## config.mk

```make
export PLATFORM = sky130hd
export DESIGN_NAME = bin2bcd_seq_flat
export DESIGN_NICKNAME = d
export VERILOG_FILES = /design/src/rtl/bcd_pkg.sv /design/src/rtl/bin2bcd_seq_if.sv /design/src/rtl/bcd_add3.sv /design/src/rtl/bin2bcd_seq.sv /design/src/flat_wrapper.sv
export SDC_FILE = /design/constraint.sdc
export NUM_CORES = 1
export LEC_CHECK = 0
export CAP_MARGIN = 15
export CORE_AREA = 2 2 65 82
export DETAILED_ROUTE_END_ITERATION = 8
export DIE_AREA = 0 0 67 84
export PLACE_DENSITY = 0.79
export SLEW_MARGIN = 5
export SYNTH_ARGS = -nofsm -noshare
export SYNTH_HDL_FRONTEND = slang
export SYNTH_SLANG_ARGS = --single-unit
```

## constraint.sdc

```tcl
create_clock -name mclk -period 2.5 [get_ports mclk]
set_clock_uncertainty 0.2 [all_clocks]
set_input_delay 0.5 -clock mclk [delete_from_list [all_inputs] [get_ports mclk]]
set_output_delay 0.5 -clock mclk [all_outputs]
set_load 0.02 [all_outputs]
```

## src/rtl/bcd_pkg.sv

```systemverilog
// Shared types and constants for the sequential binary-to-BCD converter.
// Holds the FSM encoding, the blank nibble code and the saturation helper.
package bcd_pkg;

  localparam logic [3:0] BLANK_CODE = 4'hF;

  localparam logic [1:0] ST_IDLE  = 2'd0;
  localparam logic [1:0] ST_SHIFT = 2'd1;
  localparam logic [1:0] ST_DONE  = 2'd2;

  typedef enum logic [1:0] {
    IDLE  = ST_IDLE,
    SHIFT = ST_SHIFT,
    DONE  = ST_DONE
  } state_t;

  // Largest value representable in the given number of decimal digits.
  function automatic int max_val(input int digits);
    int v;
    v = 1;
    for (int i = 0; i < digits; i++) v = v * 10;
    return v - 1;
  endfunction

endpackage

```

## src/rtl/bin2bcd_seq_if.sv

```systemverilog
// Start/busy/done handshake bundle between a requester and bin2bcd_seq.
// The master drives the request; the slave (converter) returns the result.
interface bin2bcd_seq_if #(
  parameter int BIN_W  = 14,
  parameter int DIGITS = 4
);

  logic                  start;
  logic [BIN_W-1:0]      bin_in;
  logic                  busy;
  logic                  done;
  logic [4*DIGITS-1:0]   bcd_out;
  logic                  overflow;

  modport master (
    output start, bin_in,
    input  busy, done, bcd_out, overflow
  );

  modport slave (
    input  start, bin_in,
    output busy, done, bcd_out, overflow
  );

endinterface

```

## src/rtl/bcd_add3.sv

```systemverilog
// Double-dabble correction step for one BCD nibble.
// Nibbles of 5 or more get 3 added so the next shift carries correctly.
module bcd_add3 (
  input  logic [3:0] nib,
  output logic [3:0] adj
);

  assign adj = (nib >= 4'd5) ? nib + 4'd3 : nib;

endmodule

```

## src/rtl/bin2bcd_seq.sv

```systemverilog
// Sequential shift-add-3 binary-to-BCD converter, one input bit per clock.
// Optional build macro: BLANK_LEADING_ZEROS_EN (blank leading zero digits).
module bin2bcd_seq
  import bcd_pkg::*;
#(
  parameter int BIN_W  = 14,
  parameter int DIGITS = 4
) (
  input logic          mclk,
  input logic          reset,
  bin2bcd_seq_if.slave bus
);

  localparam int SW    = 4 * DIGITS;
  localparam int CNT_W = $clog2(BIN_W + 1);
  localparam logic [BIN_W-1:0] MAX_VAL = BIN_W'(max_val(DIGITS));
  localparam logic [CNT_W-1:0] LAST    = CNT_W'(BIN_W - 1);

  state_t           state;
  logic [BIN_W-1:0] shreg;
  logic [SW-1:0]    scratch;
  logic [SW-1:0]    adj;
  logic [SW-1:0]    shown;
  logic [CNT_W-1:0] cnt;
  logic             sat;

  for (genvar g = 0; g < DIGITS; g++) begin : g_add3
    bcd_add3 u_add3 (
      .nib (scratch[4*g +: 4]),
      .adj (adj[4*g +: 4])
    );
  end

`ifdef BLANK_LEADING_ZEROS_EN
  logic lead;

  // Blank zero digits from the MS side until the first nonzero; digit 0 stays.
  always_comb begin
    shown = scratch;
    lead  = 1'b1;
    for (int i = DIGITS - 1; i >= 1; i--) begin
      if (lead && scratch[4*i +: 4] == 4'd0)
        shown[4*i +: 4] = BLANK_CODE;
      else
        lead = 1'b0;
    end
  end
`else
  // Raw BCD straight from the scratch register.
  always_comb begin
    shown = scratch;
  end
`endif

  // Conversion FSM: capture, BIN_W shift steps, then publish the result.
  always_ff @(posedge mclk or posedge reset) begin
    if (reset) begin
      state        <= IDLE;
      shreg        <= '0;
      scratch      <= '0;
      cnt          <= '0;
      sat          <= 1'b0;
      bus.busy     <= 1'b0;
      bus.done     <= 1'b0;
      bus.bcd_out  <= '0;
      bus.overflow <= 1'b0;
    end else begin
      bus.done <= 1'b0;
      unique case (state)
        IDLE: begin
          if (bus.start) begin
            sat      <= (bus.bin_in > MAX_VAL);
            shreg    <= (bus.bin_in > MAX_VAL) ? MAX_VAL : bus.bin_in;
            scratch  <= '0;
            cnt      <= '0;
            bus.busy <= 1'b1;
            state    <= SHIFT;
          end
        end
        SHIFT: begin
          {scratch, shreg} <= {adj[SW-2:0], shreg, 1'b0};
          cnt <= cnt + 1'b1;
          if (cnt == LAST) state <= DONE;
        end
        DONE: begin
          bus.bcd_out  <= shown;
          bus.overflow <= sat;
          bus.done     <= 1'b1;
          bus.busy     <= 1'b0;
          state        <= IDLE;
        end
        default: begin
          bus.busy <= 1'b0;
          state    <= IDLE;
        end
      endcase
    end
  end

endmodule

```

## src/flat_wrapper.sv

```systemverilog
// flat-port wrapper written by rule: the top's interface ports become plain ports
module bin2bcd_seq_flat import bcd_pkg::*;
#(
  parameter int BIN_W  = 14,
  parameter int DIGITS = 4
)
  (mclk, reset, bus_start, bus_bin_in, bus_busy, bus_done, bus_bcd_out, bus_overflow);
  bin2bcd_seq_if #(.BIN_W(BIN_W), .DIGITS(DIGITS)) bus_i ();
  input logic mclk;
  input logic reset;
  input wire logic [$bits(bus_i.start)-1:0] bus_start;
  input wire logic [$bits(bus_i.bin_in)-1:0] bus_bin_in;
  output wire logic [$bits(bus_i.busy)-1:0] bus_busy;
  output wire logic [$bits(bus_i.done)-1:0] bus_done;
  output wire logic [$bits(bus_i.bcd_out)-1:0] bus_bcd_out;
  output wire logic [$bits(bus_i.overflow)-1:0] bus_overflow;
  assign bus_i.start = bus_start;
  assign bus_i.bin_in = bus_bin_in;
  assign bus_busy = bus_i.busy;
  assign bus_done = bus_i.done;
  assign bus_bcd_out = bus_i.bcd_out;
  assign bus_overflow = bus_i.overflow;
  bin2bcd_seq #(.BIN_W(BIN_W), .DIGITS(DIGITS)) u_core (.mclk(mclk), .reset(reset), .bus(bus_i));
endmodule
```

Word-level counts from Yosys, hierarchy flattened

Index checks and enable logic that the tools add are counted.

Mux-type cells: 17
$mul: 0
Equal/unequal tests: 5
Bitwise logic cells: 1
$add $sub $neg: 5
Reduce and logical (&&, ||, !) cells: 6
Order comparisons: 5
Divide/modulo/power cells: 0
Shift operators: 0

Operator list:

| kind                   | number |
|---|---|
| $pmux W16 S2           | 1 |
| $mux W14               | 2 |
| $pmux W14 S2           | 1 |
| $ge A4 B3 Y1 const B   | 4 |
| $mux W16               | 1 |
| $mux W4                | 4 |
| $gt A14 B14 Y1 const B | 1 |
| $add A4 B2 Y4 const B  | 3 |
| $pmux W4 S2            | 1 |
| $reduce_and A2 Y1      | 4 |
| $add A4 B1 Y4 const B  | 1 |
| $eq A4 B4 Y1 const B   | 1 |
| $mux W2                | 2 |
| $pmux W2 S2            | 1 |
| $add A3 B2 Y3 const B  | 1 |
| $mux W3                | 1 |
| $eq A2 B1 Y1 const B   | 1 |
| $eq A2 B2 Y1 const B   | 1 |
| $logic_not A2 Y1       | 1 |
| $mux W1                | 2 |
| $ne A2 B1 Y1 const B   | 1 |
| $ne A2 B2 Y1 const B   | 1 |
| $pmux W1 S2            | 1 |
| $reduce_bool A2 Y1     | 1 |
| $not A1 Y1             | 1 |

Bits in read-only memories: 0
Bits in latches: 0
Memories: 0
Output and inout bits: 19
Memory bits (writable): 0
Register bits: 56
Word-level logic and storage cells: 48

Depth between registers and ports, before layout

Word-level depth: 4
Mapped depth: 6
Depth with buffers taken out: 6

Hierarchy

A second synthesis with hierarchy kept.

Cell total of the unflattened synthesis: 235
Area, all modules: 2700.1 um^2

By module, submodules not included:

| module      | cells an instance | area an instance (um^2) | sequential area each (um^2) | times used |
|---|---|---|---|---|
| bin2bcd_seq | 171               | 2294.7                  | 1401.3                      | 1 |
| bcd_add3    | 16                | 101.3                   | 0.0                         | 4 |

Worst setup path after synthesis

OpenSTA, ideal clock, no wires.

Kind: reg2reg
Start point: register u_core.scratch[8]
End point: register u_core.scratch[10]
Cell stages (with the launch flop): 7
Setup time: 0.121 ns
Data required time: 2.179 ns
Setup slack: 0.916 ns
Data arrival time: 1.263 ns
Path through: dfrtp_1 -> inv_1 -> ha_1 -> nand2b_1 -> a21oi_1 -> mux2i_1 -> a22o_1

Cells in the longest elaborated chain, start to end: 3
Elaborated cells on any way between the ends: 4
Classes of those cells: add/sub: 1; order compare: 1; mux: 2

Ends and longest elaborated chain:

| item                                          | RTL line          | source |
|---|---|---|
| start: declaration                            | bin2bcd_seq.sv:21 | `logic [SW-1:0] scratch;` |
| start signal: assignment                      | bin2bcd_seq.sv:81 | `{scratch, shreg} <= {adj[SW-2:0], shreg, 1'b0};` |
| $add A4 B2 Y4 or $ge A4 B3 Y1 (tied branches) | bcd_add3.sv:8     | `assign adj = (nib >= 4'd5) ? nib + 4'd3 : nib;` |
| $mux W4 (*)                                   | bcd_add3.sv:8     |  |
| $pmux W16 S2 (*)                              | bin2bcd_seq.sv:69 | `unique case (state)` |

Every way passes the cells marked *; elsewhere a longest branch is shown, timed or not.
A chain may end at the register's enable or synchronous reset.

Final worst setup path

Start point: register u_core.bus.bcd_out[13]
End point: output bus_bcd_out[13]

RTL lines:

| item                     | RTL line             | source |
|---|---|---|
| start: declaration       | bin2bcd_seq_if.sv:22 | `output busy, done, bcd_out, overflow` |
| start signal: assignment | bin2bcd_seq.sv:86    | `bus.bcd_out <= shown;` |
| end: declaration         | flat_wrapper.sv:15   | `output wire logic [$bits(bus_i.bcd_out)-1:0] bus_bcd_out;` |

No word-level cell between the ends.

==> parameters.txt <==
Parameter                              Value

Route
  Detailed Route WL    4520 um
  Routed len/inst    13.9 um
  Iteration-0 DRC Markers    101
  Detailed Routing Iterations Pass 1    4
  Post-route ant nets    0
  Drc violations    0
  Via count of the routed design    1828
  Vias per inst    5.61

Floorplanning
  Height of the die    84 um
  Core area    0.00493 mm2
  Horizontal extent of the die    67 um
  Die Outline Area    0.00563 mm2
  Number of rows created at floorplan    29
  Initial Util    51.5%
  Count of boundary I/O pins    36

Placed design
  Cell Area, Placed    0.00297 mm2
  Final weighted congestion in routability-driven placement    0.749
  Count of input and output buffers    35
  Post-DP HPWL    3080 um

Synth
  Ys flop type    sky130_fd_sc_hd__dfrtp_1
  Mapped cell area    0.00254 mm2
  Post-synth net total    253
  Ranking of synthesized cells by area    sky130_fd_sc_hd__dfrtp_1 (55%), sky130_fd_sc_hd__ha_1 (4.9%), sky130_fd_sc_hd__mux2_2 (4.0%)
  Count of unique library cells instantiated by Yosys    33
  Portion of synthesized cell area occupied by the leading cell type    55.1%
  Mean area per synthesized cell    11.2 um2
  Count of flip-flops with a built-in enable after synthesis    0
  FFs w/ async S/R, synth    100%
  Share of the yosys chip area belonging to registers    55.1%
  Synth warnings    0
  Flip-flop and latch count after synthesis    56
  Number of standard cells after synthesis    226
  Cell taking the most area after synthesis    sky130_fd_sc_hd__dfrtp_1

Worst setup path
  Maximum fanout along the worst path    2
  Worst setup slack for register-to-register paths    0.64 ns
  Signal arrival time at the worst endpoint    1.28 ns
  Cell count of the worst reg-to-reg path    2
  Required time worst endpoint    1.80 ns
  Highest cell delay on the worst timing path    0.60 ns
  Worst Path Class, Setup    register to primary output
  Worst r2r dst    u_core.bus.bcd_out[2]
  Sum of buffers and inverters on the critical path    1
  Beginning of the worst register-to-register path    u_core.state[0]
  Slowest stage cell, crit path    sky130_fd_sc_hd__clkdlybuf4s50_1
  Sort of element at the end of the critical path    primary output
  Type of origin of the critical path    register
  Top Family by Delay on Critical Path    buffers and inverters
  Crit-path cells    clkdlybuf4s50_1

Status
  Status    finished clean

STA
  Final count of negative-setup-slack endpoints    0
  Least-Margin Pin Slew    0.849 ns
  RSZ-0062 raised after global routing    false
  Shortest period the worst path allows    1.98 ns
  Count of endpoints failing hold in the final timing report    0
  Number of max-slew violations in the final report    0
  Share of the clock period used by the worst path    79.1%
  Worst hold slack after final layout    0.286 ns
  Worst slew margin relative to its limit    43.4%
  Post-Route Setup TNS    0 ns
  Achievable frequency    0.506 GHz

Power and ir drop
  Static Leakage    1.44 nW
  Power density of the placed cells    1250 mW/mm2
  Maximum vdd drop    0.669 mV
  Total power draw    0.00389 W

Clock network
  Number of buffers created by CTS    5
  CTS Buffer Depth    2
  Clk sinks    56
  Post-CTS Resized    0
  # hold bufs at CTS    0
  Number of buffers added for setup after CTS    0
  Clk Latency, worst-skew pair    0.31 ns
  Clock tree from TritonCTS    built
  CTS root buffer    sky130_fd_sc_hd__clkbuf_8
  Clock transition time at the flip-flop clock pins of the worst setup and hold paths    0.10 ns
  Level count of the clock H-tree    2

Final layout
  Utilization after layout    62.9%
  Antenna diode instance count    0
  Layout-stage area growth over the synthesis result    22.1%
  Number of nets in the layout    290
  Fraction of final layout cells with drive strength greater than 1    10.2%
  Area of all placed cells without fillers    0.00311 mm2

Global routing
  Maximum number of pins on one net before global-route repair    57
  Number of global-route vias before repair    1857
  Total GRT Usage    17.9%
  Initial antenna violation count    0
  Total congestion overflow after global routing    0
  Wire length of the first global-routing pass    7770 um

Worst hold path
  Hold Path Class    register to register
  Cell count of the worst hold path    2
  Worst Hold End    u_core.bus.bcd_out[1]
  Hold Startpoint    u_core.bus.bcd_out[1]

Run
  Reported max-cap violation count    0
## routing by layer
layer | track usage, % | share of wire [%] | vias to the layer above
met1 | 21.4 | 42 | 893
met5 | 0 | 0 | -
met4 | 8.72 | 2.1 | 0
met2 | 29.7 | 51 | 50
met3 | 4.18 | 4.2 | 10
li1 | - | - | 875
## power by group
part           switching (W)  internal (W)
logic               0.000821      0.000814
clock network       0.000297      0.000403
registers           0.000255       0.00130
## area by class of cell
cell class / count / area [um2]
fill: 448 / 1830
clock buffer: 5 / 68.8
sequential: 56 / 1400
inverter: 16 / 60.1
clock inverter: 3 / 68.8
multi-input combinational: 143 / 1020
timing repair buffer: 41 / 408
tap: 62 / 77.6
## worst max-delay path by stage
stage	from	to	slack (ns)	cells past startpoint
finish	u_core.bus.bcd_out[13]	bus_bcd_out[13]	0.52	1
detailed placement	bus_start	u_core.shreg[3]	0.37	5
floorplan	reset	u_core.bus.bcd_out[0]	0.43	1
CTS	u_core.bus.bcd_out[9]	bus_bcd_out[9]	0.51	1
global route	u_core.bus.bcd_out[4]	bus_bcd_out[4]	0.47	1
global placement	bus_start	u_core.shreg[3]	0.41	5
## stage by stage
step	setup WS, ns	instances
2_1_floorplan	0.429	226
3_5_place_dp	0.366	318
6_report	0.523	326
4_1_cts	0.506	326
5_1_grt	0.470	326
3_3_place_gp	0.405	318
## logic make-up after synthesis
group / Yosys count / synth area share [%]
and+or+nand+nor: 45 / 9.10
xor gates and xnor gates: 6 / 2.07
muxes: 13 / 5.56
adders and majority gates: 10 / 4.92
AOI/OAI and AO/OA: 69 / 18.5
DFF: 56 / 55.1
buffers and inverters: 27 / 4.72
## cells in the final DEF, fill, tap and decap left out, types with 3 or more instances in the layout
cell,Yosys,layout
sky130_fd_sc_hd__dfrtp_1,56,56
sky130_fd_sc_hd__clkdlybuf4s50_1,0,35
sky130_fd_sc_hd__o21ai_0,17,17
sky130_fd_sc_hd__nand2_1,16,16
sky130_fd_sc_hd__inv_1,16,15
sky130_fd_sc_hd__a21oi_1,10,10
sky130_fd_sc_hd__a22o_1,10,10
sky130_fd_sc_hd__ha_1,10,10
sky130_fd_sc_hd__o22ai_1,9,9
sky130_fd_sc_hd__mux2_2,9,9
sky130_fd_sc_hd__o31ai_1,8,8
sky130_fd_sc_hd__nor2_1,8,8
sky130_fd_sc_hd__nand2b_1,6,6
sky130_fd_sc_hd__a21o_1,6,6
sky130_fd_sc_hd__clkbuf_8,0,5
sky130_fd_sc_hd__buf_4,1,5
sky130_fd_sc_hd__xnor2_1,4,4
sky130_fd_sc_hd__nand3_1,4,4
sky130_fd_sc_hd__a32o_1,4,4
sky130_fd_sc_hd__mux2i_1,4,4
sky130_fd_sc_hd__nor3_1,3,3
## cell usage after synthesis (4+ instances only)
cell                       instances
sky130_fd_sc_hd__dfrtp_1          56
sky130_fd_sc_hd__o21ai_0          17
sky130_fd_sc_hd__inv_1            16
sky130_fd_sc_hd__nand2_1          16
sky130_fd_sc_hd__a21oi_1          10
sky130_fd_sc_hd__a22o_1           10
sky130_fd_sc_hd__ha_1             10
sky130_fd_sc_hd__mux2_2            9
sky130_fd_sc_hd__o22ai_1           9
sky130_fd_sc_hd__nor2_1            8
sky130_fd_sc_hd__o31ai_1           8
sky130_fd_sc_hd__a21o_1            6
sky130_fd_sc_hd__buf_2             6
sky130_fd_sc_hd__nand2b_1          6
sky130_fd_sc_hd__a32o_1            4
sky130_fd_sc_hd__mux2i_1           4
sky130_fd_sc_hd__nand3_1           4
sky130_fd_sc_hd__xnor2_1           4
## sequential cells by signal (all words and copies together), names as in the netlist
register,cells
u_core.cnt,4
u_core.bus.overflow,1
u_core.state,2
u_core.bus.bcd_out,16
u_core.sat,1
u_core.scratch,16
u_core.bus.busy,1
u_core.shreg,14
u_core.bus.done,1
Power figures use the tool's default switching activity.
